<file path="src/rtl/riscv_mc_pkg.sv">
`default_nettype none
// ============================================================================
// riscv_mc_pkg -- shared types and encodings for the multicycle controller
// rev 1.0
// ============================================================================
package riscv_mc_pkg;

  typedef enum logic [3:0] {
    FETCH, DECODE, MEMADR, MEMREAD, MEMWB, MEMWRITE,
    EXECR, EXECI, LUI, ALUWB, BRANCH, JAL, TRAP
  } mc_state_e;

  localparam logic [6:0] OP_LOAD   = 7'b0000011;
  localparam logic [6:0] OP_STORE  = 7'b0100011;
  localparam logic [6:0] OP_RTYPE  = 7'b0110011;
  localparam logic [6:0] OP_ITYPE  = 7'b0010011;
  localparam logic [6:0] OP_BRANCH = 7'b1100011;
  localparam logic [6:0] OP_JAL    = 7'b1101111;
  localparam logic [6:0] OP_LUI    = 7'b0110111;
  localparam logic [6:0] OP_AUIPC  = 7'b0010111;

  localparam logic [3:0] ALU_ADD  = 4'b0000;
  localparam logic [3:0] ALU_SUB  = 4'b0001;
  localparam logic [3:0] ALU_AND  = 4'b0010;
  localparam logic [3:0] ALU_OR   = 4'b0011;
  localparam logic [3:0] ALU_XOR  = 4'b0100;
  localparam logic [3:0] ALU_SLT  = 4'b0101;
  localparam logic [3:0] ALU_PASS = 4'b0110;
  localparam logic [3:0] ALU_SLTU = 4'b0111;
  localparam logic [3:0] ALU_SLL  = 4'b1000;
  localparam logic [3:0] ALU_SRL  = 4'b1001;
  localparam logic [3:0] ALU_SRA  = 4'b1010;

  localparam logic [2:0] IMM_I = 3'b000;
  localparam logic [2:0] IMM_S = 3'b001;
  localparam logic [2:0] IMM_B = 3'b010;
  localparam logic [2:0] IMM_J = 3'b011;
  localparam logic [2:0] IMM_U = 3'b100;

  localparam logic [1:0] ALUOP_ADD   = 2'b00;
  localparam logic [1:0] ALUOP_SUB   = 2'b01;
  localparam logic [1:0] ALUOP_FUNCT = 2'b10;
  localparam logic [1:0] ALUOP_PASS  = 2'b11;

  function automatic logic [2:0] imm_src(input logic [6:0] op);
    case (op)
      OP_STORE:        return IMM_S;
      OP_BRANCH:       return IMM_B;
      OP_JAL:          return IMM_J;
      OP_LUI, OP_AUIPC: return IMM_U;
      default:         return IMM_I;
    endcase
  endfunction

endpackage
`default_nettype wire

</file>
<file path="src/rtl/mc_aludec.sv">
`default_nettype none
// ============================================================================
// mc_aludec -- maps ALUOp and instruction function fields to ALUControl
// rev 1.0
// ============================================================================
module mc_aludec
  import riscv_mc_pkg::*;
(
  input  logic       opb5,
  input  logic [2:0] funct3,
  input  logic       funct7b5,
  input  logic [1:0] alu_op,
  output logic [3:0] alu_control
);

  always_comb begin
    alu_control = ALU_ADD;
    case (alu_op)
      ALUOP_ADD:  alu_control = ALU_ADD;
      ALUOP_SUB:  alu_control = ALU_SUB;
      ALUOP_PASS: alu_control = ALU_PASS;
      default: begin
        case (funct3)
          // Only R-type has a sub; I-type reuses funct7b5 bits as immediate.
          3'b000:  alu_control = (opb5 && funct7b5) ? ALU_SUB : ALU_ADD;
          3'b001:  alu_control = ALU_SLL;
          3'b010:  alu_control = ALU_SLT;
          3'b011:  alu_control = ALU_SLTU;
          3'b100:  alu_control = ALU_XOR;
          3'b101:  alu_control = funct7b5 ? ALU_SRA : ALU_SRL;
          3'b110:  alu_control = ALU_OR;
          default: alu_control = ALU_AND;
        endcase
      end
    endcase
  end

endmodule
`default_nettype wire

</file>
<file path="src/rtl/mc_controller.sv">
`default_nettype none
// ============================================================================
// mc_controller -- multicycle RV32I control FSM with memory handshake
// rev 1.0
// ============================================================================
module mc_controller
  import riscv_mc_pkg::*;
#(
  parameter int CNT_W = 32
) (
  input  logic             clk,
  input  logic             reset,
  input  logic [6:0]       op,
  input  logic [2:0]       funct3,
  input  logic             funct7b5,
  input  logic             Zero,
  input  logic             n,
  input  logic             v,
  input  logic             C,
  input  logic             mem_ready,
  output logic             mem_req,
  output logic             MemWrite,
  output logic             AdrSrc,
  output logic             IRWrite,
  output logic             PCWrite,
  output logic             RegWrite,
  output logic [1:0]       ResultSrc,
  output logic [1:0]       ALUSrcA,
  output logic [1:0]       ALUSrcB,
  output logic [2:0]       ImmSrc,
  output logic [3:0]       ALUControl,
  output logic             illegal,
  output logic [CNT_W-1:0] retired
);

  mc_state_e        state_q, state_d;
  logic [CNT_W-1:0] retired_q, retired_d;
  logic [1:0]       alu_op;
  logic             retire;
  logic             branch_taken;

  always_ff @(posedge clk or negedge reset) begin
    if (!reset) begin
      state_q   <= FETCH;
      retired_q <= '0;
    end else begin
      state_q   <= state_d;
      retired_q <= retired_d;
    end
  end

  always_comb begin
    case (funct3)
      3'b000:  branch_taken = Zero;
      3'b001:  branch_taken = !Zero;
      3'b100:  branch_taken = n ^ v;
      3'b101:  branch_taken = !(n ^ v);
      3'b110:  branch_taken = !C;
      3'b111:  branch_taken = C;
      default: branch_taken = 1'b0;
    endcase
  end

  always_comb begin
    state_d   = state_q;
    mem_req   = 1'b0;
    MemWrite  = 1'b0;
    AdrSrc    = 1'b0;
    IRWrite   = 1'b0;
    PCWrite   = 1'b0;
    RegWrite  = 1'b0;
    ResultSrc = 2'b00;
    ALUSrcA   = 2'b00;
    ALUSrcB   = 2'b00;
    alu_op    = ALUOP_ADD;
    retire    = 1'b0;
    case (state_q)
      FETCH: begin
        mem_req   = 1'b1;
        ALUSrcB   = 2'b10;
        ResultSrc = 2'b10;
        IRWrite   = mem_ready;
        PCWrite   = mem_ready;
        if (mem_ready) state_d = DECODE;
      end
      DECODE: begin
        ALUSrcA = 2'b01;
        ALUSrcB = 2'b01;
        case (op)
          OP_LOAD, OP_STORE: state_d = MEMADR;
          OP_RTYPE:          state_d = EXECR;
          OP_ITYPE:          state_d = EXECI;
          OP_BRANCH:         state_d = BRANCH;
          OP_JAL:            state_d = JAL;
          OP_LUI:            state_d = LUI;
          OP_AUIPC:          state_d = ALUWB;
          default:           state_d = TRAP;
        endcase
      end
      MEMADR: begin
        ALUSrcA = 2'b10;
        ALUSrcB = 2'b01;
        state_d = op[5] ? MEMWRITE : MEMREAD;
      end
      MEMREAD: begin
        mem_req = 1'b1;
        AdrSrc  = 1'b1;
        if (mem_ready) state_d = MEMWB;
      end
      MEMWB: begin
        ResultSrc = 2'b01;
        RegWrite  = 1'b1;
        retire    = 1'b1;
        state_d   = FETCH;
      end
      MEMWRITE: begin
        mem_req  = 1'b1;
        MemWrite = 1'b1;
        AdrSrc   = 1'b1;
        if (mem_ready) begin
          retire  = 1'b1;
          state_d = FETCH;
        end
      end
      EXECR: begin
        ALUSrcA = 2'b10;
        alu_op  = ALUOP_FUNCT;
        state_d = ALUWB;
      end
      EXECI: begin
        ALUSrcA = 2'b10;
        ALUSrcB = 2'b01;
        alu_op  = ALUOP_FUNCT;
        state_d = ALUWB;
      end
      LUI: begin
        ALUSrcB = 2'b01;
        alu_op  = ALUOP_PASS;
        state_d = ALUWB;
      end
      ALUWB: begin
        RegWrite = 1'b1;
        retire   = 1'b1;
        state_d  = FETCH;
      end
      BRANCH: begin
        ALUSrcA = 2'b10;
        alu_op  = ALUOP_SUB;
        PCWrite = branch_taken;
        retire  = 1'b1;
        state_d = FETCH;
      end
      JAL: begin
        // PC takes the DECODE target from ALUOut while the ALU forms the link.
        PCWrite = 1'b1;
        ALUSrcA = 2'b01;
        ALUSrcB = 2'b10;
        state_d = ALUWB;
      end
      TRAP:    state_d = TRAP;
      default: state_d = FETCH;
    endcase

    if (!reset) begin
      mem_req  = 1'b0;
      MemWrite = 1'b0;
      IRWrite  = 1'b0;
      PCWrite  = 1'b0;
      RegWrite = 1'b0;
    end

    retired_d = retired_q + {{(CNT_W-1){1'b0}}, retire};
  end

  mc_aludec u_aludec (
    .opb5        (op[5]),
    .funct3      (funct3),
    .funct7b5    (funct7b5),
    .alu_op      (alu_op),
    .alu_control (ALUControl)
  );

  assign ImmSrc  = imm_src(op);
  assign illegal = (state_q == TRAP);
  assign retired = retired_q;

endmodule
`default_nettype wire

</file>
<file path="config.mk">
export PLATFORM = sky130hd
export DESIGN_NAME = mc_controller
export DESIGN_NICKNAME = d
export VERILOG_FILES = /design/src/rtl/riscv_mc_pkg.sv /design/src/rtl/mc_aludec.sv /design/src/rtl/mc_controller.sv
export SDC_FILE = /design/constraint.sdc
export NUM_CORES = 1
export LEC_CHECK = 0
export ABC_AREA = 1
export BUFFER_PORTS_ARGS = -buffer_cell sky130_fd_sc_hd__buf_4
export CAP_MARGIN = 20
export CORE_ASPECT_RATIO = 0.75
export CORE_MARGIN = 2
export CORE_UTILIZATION = 50
export CTS_CLUSTER_DIAMETER = 30
export DETAILED_ROUTE_END_ITERATION = 6
export PLACE_DENSITY = 0.78
export SYNTH_ARGS = -nofsm -noshare
export SYNTH_HDL_FRONTEND = slang
export SYNTH_SLANG_ARGS = --single-unit
</file>
<file path="constraint.sdc">
create_clock -name clk -period 4.3 [get_ports clk]
set_input_delay 0.86 -clock clk [delete_from_list [all_inputs] [get_ports clk]]
set_output_delay 0.86 -clock clk [all_outputs]
set_load 0.02 [all_outputs]
</file>
---- Yosys cells after proc, flatten, opt, wreduce, memory -nomap -nowiden ----
Index checks and enable logic that the tools add are counted.
W data, S select, Z words.
word-level totals
  bits of input ports ..................... 18
  register bits after elaboration ......... 36
cells by class
  muxes and demuxes ....................... 29
  reduce and logical (&&, ||, !) cells .... 20
  equality and inequality tests ........... 32
  $add $sub $neg .......................... 1
  bitwise gates (word level) .............. 1
operator list
  kind                  count
  $pmux W4 S7           3
  $add A32 B1 Y32       1
  $eq A7 B6 Y1 const B  3
  $eq A4 B4 Y1 const B  5
  $eq A4 B3 Y1 const B  4
  $eq A7 B5 Y1 const B  2
  $eq A7 B7 Y1 const B  2
  $reduce_or A2 Y1      7
  $eq A3 B3 Y1 const B  4
  $mux W1               12
  $mux W4               3
  $pmux W2 S2           3
  $pmux W3 S4           1
  $pmux W4 S3           1
  $reduce_or A4 Y1      3
  $eq A4 B2 Y1 const B  2
  $eq A7 B2 Y1 const B  1
  $eq A3 B2 Y1 const B  2
  $ne A2 B2 Y1 const B  3
  $pmux W1 S6           1
  $pmux W2 S3           1
  $reduce_or A3 Y1      2
  $eq A4 B1 Y1 const B  1
  $logic_not A4 Y1      1
  13 further kinds      15

---- Depth between registers and ports, before layout ----
  word-level depth ........................ 5
  gate-level depth with buffers ........... 15

---- Modules after synthesis ----
From an unflattened synthesis, not the netlist that was laid out.
unflattened totals
  cells, all modules ...................... 326
  area total of the unflattened synthesis .. 2348.5 µm²
by module, submodules not included
  module         cells an instance  area an instance (µm²)  instances
  mc_controller  298                2227.1                  1
  mc_aludec      28                 121.4                   1

---- Least setup slack after synthesis ----
OpenSTA, ideal clock, no wires.
  kind .................................... input to output
  start point ............................. input port funct3[2]
  end point ............................... output port ALUControl[0]
  cell stages on the path ................. 5
  arrival ................................. 1837 ps
  path slack .............................. 1603 ps
  path through ............................ clkbuf_1 > nand3_1 > nor2_1 > a311oi_1 > o21ai_0
between the ends
  longest elaborated chain between the ends .. 3
  elaborated cells between the ends (all ways) .. 9
  classes of those cells .................. eq/ne: 6; mux: 2; reduce/logical: 1
RTL lines
  item                                        RTL line             RTL
  start, declared                             mc_controller.sv:14  input logic [2:0] funct3,
  $eq A3 B3 Y1, or another cell as far along  mc_aludec.sv:23      case (funct3)
  $pmux W4 S7 (*)                             mc_aludec.sv:23
  $pmux W4 S3 (*)                             mc_aludec.sv:18      case (alu_op)
  end, declared                               mc_controller.sv:31  output logic [3:0] ALUControl,
Mark *: on every way between the ends. The rest lies on a longest branch, timed or not.

---- Worst setup path after layout ----
  start point ............................. input port funct3[1]
  end point ............................... output port PCWrite
between the ends
  longest elaborated chain between the ends .. 4
  elaborated cells between the ends (all ways) .. 9
  classes of those cells .................. eq/ne: 5; mux: 3; reduce/logical: 1
RTL lines
  item                                        RTL line              RTL
  $eq A3 B3 Y1, or another cell as far along  mc_controller.sv:53   case (funct3)
  $pmux W1 S6 (*)                             mc_controller.sv:53
  $pmux W1 S3 (*)                             mc_controller.sv:77   case (state_q)
  $mux W1 (*)                                 mc_controller.sv:164  if (!reset) begin
  end, declared                               mc_controller.sv:25   output logic PCWrite,
Marks and branches as above.

==> summary.md <==
| Metric | Value |
|---|---|
| Outcome | `completed` |
| Vias per Instance | `around 5.1` |
| FILL cells | `~400` |
| Worst setup EP type | `primary output` |
| Inserted Diodes | `0` |
| Storage element area | `901 sq um` |
| R2R setup slack | `~1700 ps` |
| Syn_nets | `334` |
| Slew @ Worst Pin | `about 480 ps` |
| Synth area leaders | `dfrtp_1, nand2_1, xor2_1` |
| Layout cells sized above 1 | `between 20% and 30%` |
| Clock Tree Buf Depth | `2` |
| DRT Pass-1 Iters | `4` |
| Top-level I/O count | `70` |
| Hold_buf cts | `0` |
| Mapped Area | `2320 sq um` |
| Root Buffer | `clkbuf_8` |
| Final Cycle Share | `approximately three fifths` |
| Syn Inst Count | `~310` |
| Critical Path Fanout Max | `6` |
| Pwr dens | `422 nW/um^2` |
| Vias in the first global route | `2111` |
| Worst-case clock skew | `approximately 7.2 ps` |
| Synth warnings | `0` |
| Worst vdd ir | `roughly 0.34 mV` |
| Grt total ovfl | `0` |
| Worst-path clk slew | `roughly 70 ps` |
| Core Area | `roughly 4500 sq um` |
| Die area | `approximately 5200 sq um` |
| Mean Syn Cell Area | `~7.4 sq um` |
| Seq/Total Area, Yosys | `38.8%` |
| Post-CTS Setup Inserts | `0` |
| Area of the multi-input gates | `~1200 sq um` |
| Antenna violations before repair | `0` |
| Critical path type | `in -> out` |
| Area growth, synth to finish | `29.2%` |
| Tmin final | `between 2000 and 3000 ps` |
| CTS tree | `yes` |
| Number of flops mapped to enable cells by yosys | `0` |
| PostCTS Resize Cnt | `0` |
| Slew headroom | `between 60% and 70%` |
| DRC | `0` |
| Post-synth cell types | `33` |
| Clk sinks | `36` |
| Data required time of the worst path | `between 3000 and 4000 ps` |
| Final Hold Viols | `0` |
| Non-Filler Instances | `447` |
| Post-synth top area share | `between 30% and 40%` |
| Cell type with the highest aggregate area in the netlist | `dfrtp_1` |
| Die height | `roughly 63 um` |
| Wire per inst | `approximately 13 um` |
| RSZ-0062 raised after global routing | `false` |
| CP Launch Type | `primary input` |
| Max Slew Vio Count | `0` |
| Total wire length after detailed routing | `~6000 um` |
| Main flop type after synthesis | `dfrtp_1` |
| Via count | `2302` |
| Leak pwr | `between 0.0015 and 0.002 uW` |
| Endpoints failing setup | `0` |
| GRT Total Usage | `25.2%` |
| Fmax | `~380 MHz` |
| Final ANT Viol Nets | `0` |
| Routability congestion estimate | `around 0.9` |
| Nets | `409` |
| H-tree depth | `2` |
| # rows | `21` |
| Total CTS buffers | `5` |
| First-pass GRT wire length | `9960 um` |
| Placed Cells | `about 440` |
| Chip width | `82.7 um` |
| Initial Utilization | `52.0%` |
| DRT iter0 DRCs | `around 240` |
| Largest net degree at the start of global routing | `41` |
| Number of synthesized register bits | `36` |
| Min-delay worst type | `reg -> reg` |
| Setup_tns | `0 ps` |
| Asr flop ratio synth | `100%` |
| Endpoint arrival time on the critical path | `roughly 1800 ps` |
| Worst-Skew Late Latency | `between 200 and 300 ps` |
| Post-detail-place hpwl | `around 4800 um` |
| IO Port Bufs | `69` |
| Max-cap viol count | `0` |
metrics by stage:
step                total power, uW  hold WS (ps)  instance area, sq um  util, %  worst slack, ps
finish                         1270           472                  3000     67.3             1640
global placement               1010           464                  2910     65.2             1690
floorplan                       793           540                  2320        -             1600
detailed placement             1020           466                  2910     65.2             1610
global route                   1350           487                  3000     67.3             1450
CTS                            1270           480                  3000     67.3             1650
final timing paths:
check,endpoint,cells after the start,startpoint
setup / recovery,PCWrite,11,funct3[1]
hold / removal,retired[31],1,retired[31]
setup reg to reg,retired[26],12,state_q[0]
hold reg to reg,retired[31],1,retired[31]
max in group asynchronous,retired[20],1,reset
min in group asynchronous,retired[25],1,reset
final cells by class:
class                   instances  share of cell area, %
clock inverters                 1                  0.250
multi-input cells             230                   41.4
flip-flops and latches         36                   30.0
clock buffers                   7                   2.87
inverters                      47                   5.87
well taps                      57                   2.37
repair buffers                 69                   17.2
worst max-delay path: stages:
cell and delay [ps]:
buf_4 130, inv_1 100, nand2_1 80, a21oi_1 120, nand2_1 70, nand3_1 80, nand2_1 60, nand2_1 50
nand2_1 50, nand2_1 70, buf_4 130
flip-flops by register name (all words and copies together), names as in the netlist:
signal / count
state_q: 4
retired: 32
logic make-up after synthesis:
group	after synthesis	synth area share [%]
XOR/XNOR	30	11.3
adder cells (fa/ha/maj)	2	1.08
AO/OA/AOI/OAI	23	6.14
buffers and inverters	48	7.75
flip-flops	36	38.8
AND/OR/NAND/NOR	175	35.0
synthesized netlist by cell type (2+ instances only):
master / number
nand4_1: 8
nor2_2: 4
and2_1: 2
o21ai_0: 6
a21oi_1: 7
nand2_1: 82
inv_1: 46
nor3_1: 14
o31ai_1: 2
dfrtp_1: 36
ha_1: 2
nor2_1: 34
nand3_1: 19
xnor2_1: 7
nor3_2: 3
nor3_4: 2
xor2_1: 23
nand3_2: 2
report_power, final:
group	leakage (uW)	internal (uW)	total [uW]	switching (uW)
registers	0.000454	393	455	61.9
logic	0.00113	209	562	353
clock network	0.0000445	130	252	122
total	0.00162	732	1270	537
per-layer routing:
layer	GRT usage, %	share of wire, %	up-vias
met3	7.45	8.1	2
met5	0	0	-
met1	41.2	51	1063
li1	-	-	1152
met4	5.33	0.28	0
met2	32.6	40	85
layout by cell type, fill, tap and decap left out:
master	Yosys	final
nand2_1	82	82
xnor2_1	7	7
nor2_4	1	1
clkbuf_8	0	6
nand3_2	2	2
and3_1	1	1
nand3_1	19	19
o2111ai_1	1	1
o221ai_1	1	1
inv_1	46	46
dfrtp_1	36	36
clkinvlp_4	0	1
nor2_2	4	4
nor3_1	14	14
a21oi_1	7	7
a311oi_1	1	1
xor2_1	23	23
nand2_2	1	1
a21o_1	1	1
nor3_2	3	3
o211ai_1	1	1
o21a_1	1	1
nand3b_1	1	1
clkbuf_1	1	1
ha_1	2	2
nand2_4	1	1
buf_4	0	69
and2_1	2	2
inv_2	1	1
nor3_4	2	2
o21ai_0	6	6
o21ai_1	1	1
nand4_1	8	8
a211o_1	1	1
o31ai_1	2	2
nor2_1	34	34
No activity file was read; power rests on OpenSTA's default activity.
